File: src/rtl/mod_n_counter.sv
// Cascaded mod-N up/down counter with parallel load, combinational tc, registered wrap/load_err pulses.
// Latency: q, wrap and load_err update one cycle after the edge; no backpressure, accepts a command every cycle.
module mod_n_counter #(
  parameter int MODULUS = 10,
  parameter int WIDTH   = 4,
  parameter int DIGITS  = 2
) (
  input  logic                     clk,
  input  logic                     clr,
  input  logic                     en,
  input  logic                     up,
  input  logic                     load,
  input  logic [DIGITS*WIDTH-1:0]  d,
  output logic [DIGITS*WIDTH-1:0]  q,
  output logic                     tc,
  output logic                     wrap,
  output logic                     load_err
);

  localparam int              QW   = DIGITS * WIDTH;
  localparam logic [WIDTH-1:0] DMAX = WIDTH'(MODULUS - 1);
  localparam logic [WIDTH:0]   DMOD = (WIDTH + 1)'(MODULUS);
  localparam logic [WIDTH-1:0] ONE  = WIDTH'(1);

  if (MODULUS < 2 || DIGITS < 1 || (64'd1 << WIDTH) < 64'(MODULUS)) begin : g_bad_params
    $error("mod_n_counter: illegal MODULUS/WIDTH/DIGITS combination");
  end

  logic [QW-1:0]    cnt_nxt;
  logic [QW-1:0]    ld_val;
  logic             ld_bad;
  logic             all_max;
  logic             all_zero;
  logic [WIDTH-1:0] cur;
  logic [WIDTH-1:0] din;

  always_comb begin
    cnt_nxt  = '0;
    ld_val   = '0;
    ld_bad   = 1'b0;
    all_max  = 1'b1;
    all_zero = 1'b1;
    cur      = '0;
    din      = '0;
    for (int k = 0; k < DIGITS; k++) begin
      cur = q[k*WIDTH +: WIDTH];
      // all_max/all_zero here still describe only the digits below k, i.e. the carry/borrow into k
      if (up && all_max)
        cnt_nxt[k*WIDTH +: WIDTH] = (cur == DMAX) ? '0 : cur + ONE;
      else if (!up && all_zero)
        cnt_nxt[k*WIDTH +: WIDTH] = (cur == '0) ? DMAX : cur - ONE;
      else
        cnt_nxt[k*WIDTH +: WIDTH] = cur;
      all_max  = all_max & (cur == DMAX);
      all_zero = all_zero & (cur == '0);

      din = d[k*WIDTH +: WIDTH];
      if ({1'b0, din} >= DMOD)
        ld_bad = 1'b1;
      else
        ld_val[k*WIDTH +: WIDTH] = din;
    end
  end

  assign tc = en & (up ? all_max : all_zero);

  always_ff @(posedge clk) begin
    if (!clr) begin
      q        <= '0;
      wrap     <= 1'b0;
      load_err <= 1'b0;
    end else if (load) begin
      q        <= ld_val;
      wrap     <= 1'b0;
      load_err <= ld_bad;
    end else if (en) begin
      q        <= cnt_nxt;
      wrap     <= tc;
      load_err <= 1'b0;
    end else begin
      wrap     <= 1'b0;
      load_err <= 1'b0;
    end
  end

endmodule

File: config.mk
export PLATFORM = sky130hd
export DESIGN_NAME = mod_n_counter
export DESIGN_NICKNAME = d
export VERILOG_FILES = /design/src/rtl/mod_n_counter.sv
export SDC_FILE = /design/constraint.sdc
export NUM_CORES = 1
export LEC_CHECK = 0
export CAP_MARGIN = 20
export CELL_PAD_IN_SITES_DETAIL_PLACEMENT = 1
export CELL_PAD_IN_SITES_GLOBAL_PLACEMENT = 2
export CORE_MARGIN = 5
export CORE_UTILIZATION = 27
export CTS_CLUSTER_SIZE = 30
export DETAILED_ROUTE_END_ITERATION = 10
export PLACE_DENSITY_LB_ADDON = 0.15
export REMOVE_ABC_BUFFERS = 1
export SYNTH_ARGS = -nofsm -noshare
export SYNTH_HDL_FRONTEND = slang
export SYNTH_SLANG_ARGS = --single-unit
export TNS_END_PERCENT = 50
File: constraint.sdc
create_clock -name clk -period 2.7 [get_ports clk]
set_input_delay 0.54 -clock clk [delete_from_list [all_inputs] [get_ports clk]]
set_output_delay 0.54 -clock clk [all_outputs]
set_load 0.005 [all_outputs]
==> reports/metrics.yaml <==
status: "complete, no violations"
synth_top_area_frac: 0.240
portBuffers: 23
pwr-share-seq: 0.417
hold_path_class: "reg -> reg"
cts_root_buf: "clkbuf_4"
grt_pass1_wl_mm: 4.37
finalNetCount: 152
drcViolationCount: 0
path_delay_family: "buffers and inverters"
clkPwrFrac: 0.246
crit_slowest_cell: "clkdlybuf4s50_1"
ys_seq_area_frac: 0.240
vias_per_cell: 5.54
cp.depth: 6
yosysTopAreaCell: "dfxtp_1"
power_leakage_nw: 0.410
synthFlopType: "dfxtp_1"
numClockSinks: 10
fillerInstances: 381
path_common_cell: "clkdlybuf4s50_1"
power.internal_mw: 0.282
worst-path-buf-inv: 3
pwr-share-comb: 0.338
antenna_found_initial: 0
finalSetupTns_ns: 0
grt_pass1_vias: 924
switching_share: 0.330
maxSlewViolCount: 0
antennaDiodeCount: 0
total_power_mw: 0.421
synth.most_common_cell: "o21ai_0"
whs_path_depth: 2
start_kind: "primary input"
syn_area_um2: 836
synthCells: 115
drive_above_1_share: 0.109
htree_levels: 1
place.gp.congestion: 0.824
clk_pin_slew_ns: 0.07
die_h_um: 65.6
cts_made_buffers: 3
irDropWorstVdd_mv: 0.177
yosysWarnings: 0
finalNonFillerCells: 170
start_util: 0.278
required_ns: 2.16
crit_chain: "clkdlybuf4s50_1 > buf_4 > nor3_4 > a31oi_2 > nor2_1 > clkdlybuf4s50_1"
row_count: 20
drv_cap: 0
drt_iter0_drc: 30
slew-limit-headroom: 0.738
postCtsSetupBuffers: 0
synthDistinctLibCells: 47
cp_slowest_stage_delay_ns: 0.51
worstMarginPinSlew_ns: 0.384
crit_arrival_ns: 2.07
dr_total_vias: 942
finalCritPeriodShare: 0.966
finalHoldViolCount: 0
synth.area.top_cells: "dfxtp_1 24%, o21ai_0 8.4%, nand2_1 4.5%"
drt_pass1_iterations: 4
track_usage: 0.127
path_class: "in -> out"
end_kind: "output pin"
hpwl_mm: 2.05
die_area_mm2: 0.00431
synthTopCellsByCount: "14 x o21ai_0, 10 x dfxtp_1, 10 x nand2_1"
grt_max_degree: 11
gr-total-overflow: 0
wl_per_cell_um: 15.5
area_growth_pct: 35.9
p_switching_mw: 0.139
async_flop_share: 0
seq_area_um2: 200
avgSynthCellArea_um2: 7.27
io_pins: 24
fmax_ghz: 0.383
finalSetupViolCount: 0
cts_tree: "built"
multi_input_area_um2: 559
post-route-min-period_ns: 2.61
ys_seq_elements: 10
synth-edff-count: 0
fp.coreArea_mm2: 0.00300
finClkSkew_ns: 0.000532
die_width_um: 65.6
path_max_fanout: 9
clk_latency_ns: 0.26
cts_buffer_depth: 2
dp_cells: 167
drt.antenna.violating_nets: 0
rr_worst_depth: 4
totalWireLength_mm: 2.63
cellPowerDensity_mw_per_mm2: 371
tightest hold or removal path: cells and delay by family, from the launching register on:
family | cells | cell delay (ns)
compound gates | 1 | 0.07
flops | 1 | 0.39
simple gates | 1 | 0.10
through the flow:
step            util  area, um2  hold slack (ns)  setup slack, ns
2_1_floorplan      -        772            0.552             1.04
3_3_place_gp   0.365       1100            0.560            0.102
3_5_place_dp   0.365       1100            0.571           0.0738
4_1_cts        0.373       1120            0.587           0.0574
5_1_grt        0.378       1140            0.643          -0.0101
6_report       0.378       1140            0.605           0.0919
cells in the final DEF (no fill, tap or decap), types with 2 or more instances in the layout:
cell / netlist / final
xnor2_1: 3 / 3
a211o_1: 2 / 2
nor2_1: 7 / 7
a21o_1: 2 / 2
nor2b_1: 2 / 2
and2_1: 2 / 2
a21oi_1: 6 / 6
clkbuf_4: 0 / 3
o31a_1: 2 / 2
buf_4: 1 / 7
dfxtp_1: 10 / 10
inv_1: 8 / 8
and3_1: 2 / 2
o21ai_0: 14 / 14
nand3_1: 2 / 2
clkdlybuf4s50_1: 0 / 23
nand2_1: 10 / 10
a31oi_1: 4 / 3
what timing repair did:
action,CTS,global route
hold buffers,0,0
resized for setup,0,3
hold endpoints to repair,0,0
setup endpoints to repair,0,1
metal layers:
| layer | track usage | wire (um) |
|---|---|---|
| met4 | 0.0311 | 26 |
| met3 | 0.0222 | 125 |
| met1 | 0.182 | 1330 |
| met2 | 0.196 | 1150 |
| met5 | 0 | 0 |
cell families (layout without fill, tap and decap cells):
family          after synthesis  in the layout  share of synthesized area
mux                           1              1                     0.0120
buf+inv                      19             41                      0.112
xor+xnor                      4              4                     0.0419
simple gates                 36             36                      0.228
compound gates               45             45                      0.367
flops                        10             10                      0.240
final cells by class:
class,count,area share
Timing Repair Buffer,30,0.249
Multi-Input combinational cell,86,0.492
Inverter,8,0.0264
Clock buffer,3,0.0198
Tap cell,33,0.0363
Sequential cell,10,0.176
sequential cells by signal (all words and copies together) (netlist names):
signal	cells
wrap	1
q	8
load_err	1
path summary, 6_finish.rpt:
kind / startpoint / to / slack, ns
hold reg to reg: q[0] / q[3] / 0.60
setup reg to reg: q[3] / q[7] / 0.90
setup / recovery: up / tc / 0.09
hold / removal: q[0] / q[3] / 0.60
power groups by stage:
stage | logic, mW | clock network [mW] | registers, mW
after CTS | 0.140 | 0.108 | 0.175
after detailed placement | 0.139 | 0 | 0.178
after global routing | 0.156 | 0.121 | 0.178
final | 0.142 | 0.103 | 0.175
after floorplan | 0.0620 | 0 | 0.178
after global placement | 0.139 | 0 | 0.178
Note: power is estimated with default switching activity, not from simulation.
